**config.mk**
```make
export PLATFORM = sky130hd
export DESIGN_NAME = alu_arbiter
export DESIGN_NICKNAME = d
export VERILOG_FILES = /design/src/rtl/alu_arbiter.sv
export SDC_FILE = /design/constraint.sdc
export NUM_CORES = 1
export LEC_CHECK = 0
export ABC_AREA = 1
export BUFFER_PORTS_ARGS = -buffer_cell sky130_fd_sc_hd__buf_4
export CAP_MARGIN = 0
export CORE_ASPECT_RATIO = 0.5
export CORE_UTILIZATION = 29
export CTS_CLUSTER_DIAMETER = 150
export CTS_CLUSTER_SIZE = 16
export DETAILED_ROUTE_END_ITERATION = 10
export PLACE_DENSITY = 0.55
export SLEW_MARGIN = 20
export SYNTH_ARGS = -nofsm -noshare
export SYNTH_HDL_FRONTEND = slang
export SYNTH_SLANG_ARGS = --single-unit
```
**constraint.sdc**
```tcl
create_clock -name clk -period 9.1 [get_ports clk]
set_clock_uncertainty 0.1 [all_clocks]
set_input_delay 2.73 -clock clk [delete_from_list [all_inputs] [get_ports clk]]
set_output_delay 2.73 -clock clk [all_outputs]
set_load 0.02 [all_outputs]
```
**src/rtl/alu_arbiter.sv**
```systemverilog
// Two-requester front end for a single shared ALU: round-robin grant, one
// operation in flight, result held per owner until the owner consumes it.
`timescale 1ns/1ps
module alu_arbiter #(
    parameter int unsigned WIDTH = 32
) (
    input  logic             clk,
    input  logic             rst,

    input  logic             req0_valid,
    output logic             req0_ready,
    input  logic [2:0]       req0_op,
    input  logic [WIDTH-1:0] req0_a,
    input  logic [WIDTH-1:0] req0_b,
    output logic             rsp0_valid,
    input  logic             rsp0_ready,
    output logic [WIDTH-1:0] rsp0_result,
    output logic             rsp0_zero,

    input  logic             req1_valid,
    output logic             req1_ready,
    input  logic [2:0]       req1_op,
    input  logic [WIDTH-1:0] req1_a,
    input  logic [WIDTH-1:0] req1_b,
    output logic             rsp1_valid,
    input  logic             rsp1_ready,
    output logic [WIDTH-1:0] rsp1_result,
    output logic             rsp1_zero,

    output logic [WIDTH-1:0] alu_srca,
    output logic [WIDTH-1:0] alu_srcb,
    output logic [2:0]       alu_control,
    input  logic [WIDTH-1:0] alu_result,
    input  logic             alu_zero
);

    typedef enum logic [1:0] {
        IDLE = 2'd0,
        EXEC = 2'd1,
        RESP = 2'd2
    } state_t;

    state_t           state;
    state_t           state_nxt;
    logic             prio;
    logic             owner;
    logic [2:0]       op_r;
    logic [WIDTH-1:0] a_r;
    logic [WIDTH-1:0] b_r;
    logic [WIDTH-1:0] result_r;
    logic             zero_r;
    logic             grant0;
    logic             grant1;
    logic             owner_ready;

    assign owner_ready = owner ? rsp1_ready : rsp0_ready;

    // Next state and grant; grants are only ever raised in IDLE
    always_comb begin
        state_nxt = state;
        grant0    = 1'b0;
        grant1    = 1'b0;
        case (state)
            IDLE: begin
                grant1 = req1_valid && (!req0_valid || prio);
                grant0 = req0_valid && !grant1;
                if (grant0 || grant1) begin
                    state_nxt = EXEC;
                end
            end
            EXEC: begin
                state_nxt = RESP;
            end
            RESP: begin
                if (owner_ready) begin
                    state_nxt = IDLE;
                end
            end
            default: begin
                state_nxt = IDLE;
            end
        endcase
    end

    always_ff @(posedge clk or posedge rst) begin
        if (rst) begin
            state <= IDLE;
        end else begin
            state <= state_nxt;
        end
    end

    // Operand capture on accept, result capture at the end of EXEC
    always_ff @(posedge clk or posedge rst) begin
        if (rst) begin
            prio     <= 1'b0;
            owner    <= 1'b0;
            op_r     <= 3'b000;
            a_r      <= '0;
            b_r      <= '0;
            result_r <= '0;
            zero_r   <= 1'b0;
        end else begin
            if (grant0 || grant1) begin
                owner <= grant1;
                prio  <= !grant1;
                op_r  <= grant1 ? req1_op : req0_op;
                a_r   <= grant1 ? req1_a  : req0_a;
                b_r   <= grant1 ? req1_b  : req0_b;
            end
            if (state == EXEC) begin
                result_r <= alu_result;
                zero_r   <= alu_zero;
            end
        end
    end

    // Ready is masked by rst so nothing is offered while reset is held
    assign req0_ready  = grant0 && !rst;
    assign req1_ready  = grant1 && !rst;

    assign rsp0_valid  = (state == RESP) && !owner;
    assign rsp1_valid  = (state == RESP) && owner;
    assign rsp0_result = result_r;
    assign rsp1_result = result_r;
    assign rsp0_zero   = zero_r;
    assign rsp1_zero   = zero_r;

    assign alu_srca    = a_r;
    assign alu_srcb    = b_r;
    assign alu_control = op_r;

endmodule

```
Word-level counts from Yosys, hierarchy flattened. Cells that the tools add are included.

Equal/unequal tests: 4. Multiplexer cells: 9. Reductions and logical operators: 16.

Operators with widths (number): two-way mux 32 bit (2); logical AND 1 bit (6); case mux 2 bit (3 select lines) (1); logical NOT 1 bit (5); two-way mux 2 bit (2); inequality test 2 bit (second input constant) (2); logical OR 1 bit (3); two-way mux 1 bit (3); two-way mux 3 bit (1); equality test 2 x 1 -> 1 bit (second input constant) (1); equality test 2 bit (second input constant) (1); logical NOT 2 bit (1); AND reduction 2 bit (1).

Bits in registers: 104. Input bits: 173. Output and inout bits: 137. Logic and storage cells: 37.

Longest topological paths before layout. Gate-level depths: netlist (run 1).

Depth after elaboration: 8. Depth in mapped cells: 9. Mapped depth without buffers: 7.

Least setup slack after synthesis (run 1). Ideal clock, no wire load.

Path kind: input port to output port. From: input port req0_valid. To: output port req0_ready. Data arrival time: 3.726 ns. Required time: 6.270 ns. Setup slack: 2.544 ns. Stages: 5. Buffers on the path: 2. Path through: nand2_1 nand2_1 buf_4 buf_4 nor3b_1.

Word-level cells in the longest chain between the ends: 7.

Ends and longest elaborated chain: start, declared (line 10) `input logic req0_valid,`; logical NOT 1 bit (line 65) `grant1 = req1_valid && (!req0_valid || prio);`; logical OR 1 bit (line 65); logical AND 1 bit (line 65); logical NOT 1 bit (line 66) `grant0 = req0_valid && !grant1;`; logical AND 1 bit (*) (line 66); two-way mux 1 bit (*) (line 63) `case (state)`; logical AND 1 bit (*) (line 119) `assign req0_ready = grant0 && !rst;`; end, declared (line 11) `output logic req0_ready,`.

Mark *: on every way between the ends. The rest lies on a longest branch, timed or not.

Final worst setup path (run 1). Same ends and word-level chain as after synthesis.

==> reports/qor.yml, run 1 <==
worstPathArrival_ns: 3.47
powerDensity_nw_per_um2: 355
min_delay_startpoint: "alu_srcb[0]$_DFFE_PP0P_"
post-layout-total-power_mw: 2.97
register_area_um2: 2600
globalplace.congestion: 0.814
die_x_um: 201
final_layout_size_suffix_gt1_share_pct: 34.0
clockPowerShare_pct: 13.7
route.detailed.wl_per_inst_um: 11.7
yosys_warnings: 0
yosysSeqAreaShare_pct: 45.1
fp.dieH_um: 102
detailedRoute.firstIterationViolations: 152
outcome: "complete, no violations"
end_of_the_worst_register_to_register_path: "alu_srcb[10]$_DFFE_PP0P_"
count_of_antenna_diodes_in_the_layout: 0
timing_hold_violations_final: 0
max_stage_delay_ns: 0.21
n_fill_cell: 2042
power.combinational.fraction_pct: 57.5
fmaxAchievable_ghz: 0.159
worstSetupEndpointType: "primary output"
numClockSinks: 104
start_kind: "primary input"
synthDistinctLibCells: 18
startpoint_of_the_most_critical_setup_path: "req0_valid"
period_minus_slack_ns: 6.30
power.internal_mw: 1.65
timing_max_transition_violations_final: 0
post-cts-setup-buffer-count: 0
grt_pass1_vias: 5012
buffer_ports.inserted: 309
min_delay_path_depth: 2
number_of_max_capacitance_violations_reported: 0
reg2reg_depth: 7
first_pass_grt_wire_length_mm: 25.3
core-area_um2: 19500
ant_nets: 0
num_rows: 36
die-area_um2: 20500
critical_path.top_delay_family: "simple AND/OR/NAND/NOR gates"
boundaryPins: 310
grt_antenna_before_repair: 0
global_route.usage.total_pct: 15.6
clock_path_buffers: 2
flow.area_growth_from_synthesis_pct: 45.1
rsz0062_at_grt: "no"
postSynthAreaPerCell_um2: 7.01
timing.critical_path.buf_inv: 2
reg2reg_from: "state[1]$_DFFE_PP0P_"
switching_share_pct: 44.6
postSynthRegisterBits: 104
synth_nets: 996
vdd.ir_drop.worst_uv: 137
vias: 5370
cts_hold_buffers: 0
min_to: "alu_srcb[0]$_DFFE_PP0P_"
category_of_the_critical_setup_timing_path: "primary input to primary output"
route.detailed.vias_per_inst: 3.96
drt_wl_total_mm: 15.9
p_sw_mw: 1.32
count_of_tritonroute_iterations_in_the_first_routing_pass: 6
post-route-period-util_pct: 69.2
design_area_um2: 8370
tritoncts.num_buffers: 9
cellLeakagePower_nw: 5.22
cts-resized-gates: 0
post_synth_inst_count: 823
drc_errors: 0
tns_ns: 0
timing.slew.headroom_pct: 45.7
postPlaceCellArea_um2: 8050
multi_input_comb_area_um2: 1990
timing.hold.worst.class: "flop to flop"
path_cells: "buf_4 -> nand2_1 -> nand2_2 -> nor3b_1 -> buf_4"
final_net_count: 1257
cts_htree_levels: 3
worst_hold_margin_ns: 0.398
syn_area_um2: 5770
power.share.sequential_pct: 28.8
crit_cells: 5
critical_path_required_ns: 6.27
critical-path-top-cell-by-count: "sky130_fd_sc_hd__buf_4"
timing.critical_path.fanout_max: 4
worst-slew-pin-transition_ns: 0.814
cpMaxStageDelayCell: "sky130_fd_sc_hd__nor3b_1"
final_global_route_overflow_total: 0
regToRegSetupSlack_ns: 6.84
insertion_delay_to_the_later_sink_of_the_worst_skew_pair_ns: 0.35
cts_tree: "yes"
worst_setup_hold_path_clk_slew_ns: 0.07
place_hpwl_mm: 11.7
setup-violations-final: 0
grt_max_degree: 70
cts_root_buf: "sky130_fd_sc_hd__clkbuf_16"
initial_core_util_pct: 29.6
==> logic make-up (layout without fill, tap and decap cells) <==
| kind of cell | Yosys count | after routing | share of synthesized area [%] |
|---|---|---|---|
| compound gates | 4 | 4 | 0.456 |
| buf+inv | 268 | 534 | 20.7 |
| flops | 104 | 104 | 45.1 |
| mux | 33 | 33 | 6.44 |
| simple gates | 414 | 414 | 27.3 |
==> placed cells by master, fill, tap and decap left out, drive strengths merged <==
cell      instances
nand3             3
buf             314
mux2             33
o21ai             3
nor2            199
or2               1
inv             206
dfrtp           104
nand2           208
nor3b             1
a21boi            1
nand4             2
bufinv            1
clkinvlp          2
clkbuf           11
==> power by group through the flow <==
stage               registers [mW]  logic (mW)  clock network, mW
floorplan                     1.13       0.861                  0
global placement             0.855        1.73                  0
detailed placement           0.864        1.74                  0
CTS                          0.858        1.74              0.428
global route                 0.890        1.88              0.446
finish                       0.854        1.71              0.406
==> metal layers <==
metal | vias up | track usage [%] | wire, um
li1 | 2779 | - | -
met1 | 2454 | 17.9 | 6490
met2 | 118 | 29.5 | 8460
met3 | 19 | 3.41 | 625
met4 | 0 | 4.78 | 277
met5 | - | 0 | 0
==> worst min-delay path, delay by kind of cell (launching register included) <==
family	cells	cell delay, ns
and+or+nand+nor	2	0.11
DFF	1	0.36
==> through the flow <==
stage,cells,setup WS (ns),utilization (%)
4_1_cts,1355,2.80,43.0
6_report,1355,2.80,43.0
2_1_floorplan,823,2.54,-
5_1_grt,1355,2.75,43.0
3_5_place_dp,1339,2.81,41.4
3_3_place_gp,1339,2.87,41.4
==> cell usage after synthesis <==
| library cell | count | area share [%] |
|---|---|---|
| sky130_fd_sc_hd__a21boi_0 | 1 | 0.13 |
| sky130_fd_sc_hd__buf_4 | 41 | 5.3 |
| sky130_fd_sc_hd__mux2_2 | 33 | 6.4 |
| sky130_fd_sc_hd__nor3b_1 | 1 | 0.13 |
| sky130_fd_sc_hd__o21ai_0 | 2 | 0.17 |
| sky130_fd_sc_hd__or2_2 | 1 | 0.11 |
| sky130_fd_sc_hd__inv_1 | 203 | 13 |
| sky130_fd_sc_hd__nand2_1 | 208 | 14 |
| sky130_fd_sc_hd__inv_2 | 1 | 0.065 |
| sky130_fd_sc_hd__nor2_4 | 1 | 0.20 |
| sky130_fd_sc_hd__o21ai_2 | 1 | 0.15 |
| sky130_fd_sc_hd__dfrtp_1 | 104 | 45 |
| sky130_fd_sc_hd__buf_6 | 1 | 0.20 |
| sky130_fd_sc_hd__nand3_1 | 3 | 0.26 |
| sky130_fd_sc_hd__nand4_1 | 2 | 0.22 |
| sky130_fd_sc_hd__clkbuf_1 | 3 | 0.20 |
| sky130_fd_sc_hd__buf_2 | 19 | 1.6 |
| sky130_fd_sc_hd__nor2_1 | 198 | 13 |
==> layout make-up <==
class                      instances  area share (%)
sequential                       104            31.1
timing repair buffer             314            28.2
multi-input combinational        451            23.8
inverter                         204            9.21
tap                              266            3.98
clock buffer                      11            3.02
clock inverter                     5           0.748
==> how the worst max path moves through the flow <==
| stage | to | slack (ns) |
|---|---|---|
| final | req0_ready | 2.80 |
| after global routing | req0_ready | 2.75 |
| after CTS | req0_ready | 2.80 |
| after detailed placement | req0_ready | 2.81 |
| after global placement | req0_ready | 2.87 |
| after floorplan | req0_ready | 2.54 |
==> state kept, by name (all words and copies together), names as in the netlist <==
register / count
alu_srca: 32
alu_srcb: 32
rsp0_result: 32
alu_control: 3
state: 2
owner: 1
prio: 1
rsp0_zero: 1
Note: power is estimated with default switching activity, not from simulation.
==> inputs of run 2 (changes only) <==
--- a/config.mk
+++ b/config.mk
@@ -13,7 +13,7 @@
 export CTS_CLUSTER_DIAMETER = 150
 export CTS_CLUSTER_SIZE = 16
 export DETAILED_ROUTE_END_ITERATION = 10
-export PLACE_DENSITY = 0.55
+export PLACE_DENSITY = 0.57
 export SLEW_MARGIN = 20
 export SYNTH_ARGS = -nofsm -noshare
 export SYNTH_HDL_FRONTEND = slang
==> constraint.sdc (replaced) <==
create_clock -name clk -period 5.05 [get_ports clk]
set_clock_uncertainty 0.1 [all_clocks]
set_input_delay 1.515 -clock clk [delete_from_list [all_inputs] [get_ports clk]]
set_output_delay 1.515 -clock clk [all_outputs]
set_load 0.02 [all_outputs]
==> run 2 against run 1 <==
  * Combinational power is 81% higher
  * Final area fell by 0.10%
  * Routed wire length up 1.2%
  * Non-clock buffer count is 1 higher
  * Highest routed layer unchanged
  * First-iteration DRC count down 18%
  * Register-to-register slack got worse by 3.6 ns
  * Die area unchanged
  * Worst hold slack got worse by 0.012 ns
  * Power grew 80%
==> reports/qor.yml, run 2 (synthesis gave the netlist of run 1 again) <==
outcome: "complete, no violations"  # unchanged
final_net_count: 1258  # was 1257
die_x_um: 201  # unchanged
n_fill_cell: 2045  # was 2042
rsz0062_at_grt: "no"  # unchanged
cts_htree_levels: 3  # unchanged
numClockSinks: 104  # unchanged
timing.slew.headroom_pct: 36.3  # was 45.7%
cts_tree: "yes"  # unchanged
drc_errors: 0  # unchanged
route.detailed.wl_per_inst_um: 11.8  # was 11.7 um
first_pass_grt_wire_length_mm: 25.3  # about the same
register_area_um2: 2600  # unchanged
cts_hold_buffers: 0  # unchanged
grt_max_degree: 75  # was 70
critical_path.top_delay_family: "simple AND/OR/NAND/NOR gates"  # unchanged
layout.cells.most_common_list: "315 x sky130_fd_sc_hd__buf_4, 207 x sky130_fd_sc_hd__nand2_1, 202 x sky130_fd_sc_hd__inv_1"  # was 314 x sky130_fd_sc_hd__buf_4, 207 x sky130_fd_sc_hd__nand2_1, 202 x sky130_fd_sc_hd__inv_1
post-cts-setup-buffer-count: 0  # unchanged
worst_setup_hold_path_clk_slew_ns: 0.07  # about the same
powerDensity_nw_per_um2: 639  # was 355 nW/um^2
timing.hold.worst.class: "flop to flop"  # unchanged
timing_max_transition_violations_final: 0  # unchanged
place_inst: 1340  # was 1339
category_of_the_critical_setup_timing_path: "primary input to primary output"  # unchanged
drt_wl_total_mm: 16.0  # was 15.9 mm
worstSetupEndpointType: "primary output"  # unchanged
vias: 5402  # was 5370
route.detailed.vias_per_inst: 3.98  # was 3.96
boundaryPins: 310  # unchanged
insertion_delay_to_the_later_sink_of_the_worst_skew_pair_ns: 0.35  # about the same
cts-resized-gates: 0  # unchanged
initial_core_util_pct: 29.6  # unchanged
start_kind: "primary input"  # unchanged
detailedRoute.firstIterationViolations: 124  # was 152
cpMaxStageDelayCell: "sky130_fd_sc_hd__nor3b_1"  # unchanged
fp.dieH_um: 102  # unchanged
tns_ns: 0  # unchanged
num_rows: 36  # unchanged
ant_nets: 0  # unchanged
tritoncts.num_buffers: 9  # unchanged
die-area_um2: 20500  # unchanged
number_of_max_capacitance_violations_reported: 0  # unchanged
setup-violations-final: 0  # unchanged
final_layout_size_suffix_gt1_share_pct: 33.9  # was 34.0%
final_global_route_overflow_total: 0  # unchanged
vdd.ir_drop.worst_uv: 193  # was 137 uV
buffer_ports.inserted: 309  # unchanged
clock_path_buffers: 2  # unchanged
flow.area_growth_from_synthesis_pct: 44.9  # was 45.1%
multi_input_comb_area_um2: 1990  # unchanged
post-route-period-util_pct: 76.0
timing.critical_path.buf_inv: 2  # unchanged
grt_pass1_vias: 5004  # was 5012
worstPathArrival_ns: 2.22  # was 3.47 ns
fmaxAchievable_ghz: 0.261
count_of_tritonroute_iterations_in_the_first_routing_pass: 6  # unchanged
timing_hold_violations_final: 0  # unchanged
max_stage_delay_ns: 0.20  # was 0.21 ns
period_minus_slack_ns: 3.84
grt_antenna_before_repair: 0  # unchanged
globalplace.congestion: 0.789  # was 0.814
core-area_um2: 19500  # unchanged
path_cells: "buf_4 -> nand2_1 -> nand2_2 -> nor3b_1 -> buf_4"  # unchanged
global_route.usage.total_pct: 15.6  # about the same
place_hpwl_mm: 11.8  # was 11.7 mm
final_cells: 1356  # was 1355
cellLeakagePower_nw: 5.22  # about the same
count_of_antenna_diodes_in_the_layout: 0  # unchanged
critical_path_required_ns: 3.44  # was 6.27 ns
timing.critical_path.fanout_max: 4  # unchanged
worst-slew-pin-transition_ns: 0.956  # was 0.814 ns
cts_root_buf: "sky130_fd_sc_hd__clkbuf_16"  # unchanged
most_common_cell_after_layout_fill_and_taps_aside: "sky130_fd_sc_hd__buf_4"  # unchanged
critical-path-top-cell-by-count: "sky130_fd_sc_hd__buf_4"  # unchanged
## run 2: where the power goes
part	internal [mW]	switching (mW)	leakage, nW
Clock	0.397	0.308	0.145
Combinational	1.28	1.81	3.88
Sequential	1.27	0.271	1.20
## run 2: routing by layer
layer	global-route usage (%)	share of wire, %
met3	3.47	3.6
met5	0	0
met2	29.6	53
met1	17.7	41
met4	4.55	2.0
## run 2: cell type report
type                            count  area share [%]
Tap cell                          266            3.98
Sequential cell                   104            31.1
Inverter                          204            9.22
Clock inverter                      5           0.674
Timing Repair Buffer              315            28.3
Clock buffer                       11            2.90
Multi-Input combinational cell    451            23.8
## run 2: final timing paths
check,startpoint,to,slack (ns),depth (start not counted)
max,req0_valid,req0_ready,1.21,5
min,alu_srcb[0]$_DFFE_PP0P_,alu_srcb[0]$_DFFE_PP0P_,0.39,2
max reg2reg,prio$_DFFE_PP0P_,alu_srcb[21]$_DFFE_PP0P_,3.22,7
min reg2reg,alu_srcb[0]$_DFFE_PP0P_,alu_srcb[0]$_DFFE_PP0P_,0.39,2
max in group asynchronous,rst,rsp0_result[7]$_DFFE_PP0N_,2.77,3
min in group asynchronous,rst,prio$_DFFE_PP0P_,1.29,2
## run 2: worst reg2reg max path: stages, from the launching register on
cell	delay (ns)
sky130_fd_sc_hd__dfrtp_1	0.36
sky130_fd_sc_hd__inv_1	0.07
sky130_fd_sc_hd__nand2_1	0.13
sky130_fd_sc_hd__nand3_2	0.11
sky130_fd_sc_hd__buf_4	0.61
sky130_fd_sc_hd__nor2_1	0.13
sky130_fd_sc_hd__nor2_1	0.16
sky130_fd_sc_hd__nor2_1	0.06
## run 2: per-stage QoR
stage	power (mW)	hold WS, ns	util, %	cell area [um^2]	worst slack [ns]
global placement	4.65	0.368	41.4	8060	1.28
global route	5.77	0.428	43.0	8360	1.15
detailed placement	4.70	0.371	41.4	8060	1.23
floorplan	3.58	0.401	-	5770	0.703
finish	5.34	0.386	43.0	8360	1.21
CTS	5.43	0.390	43.0	8360	1.22
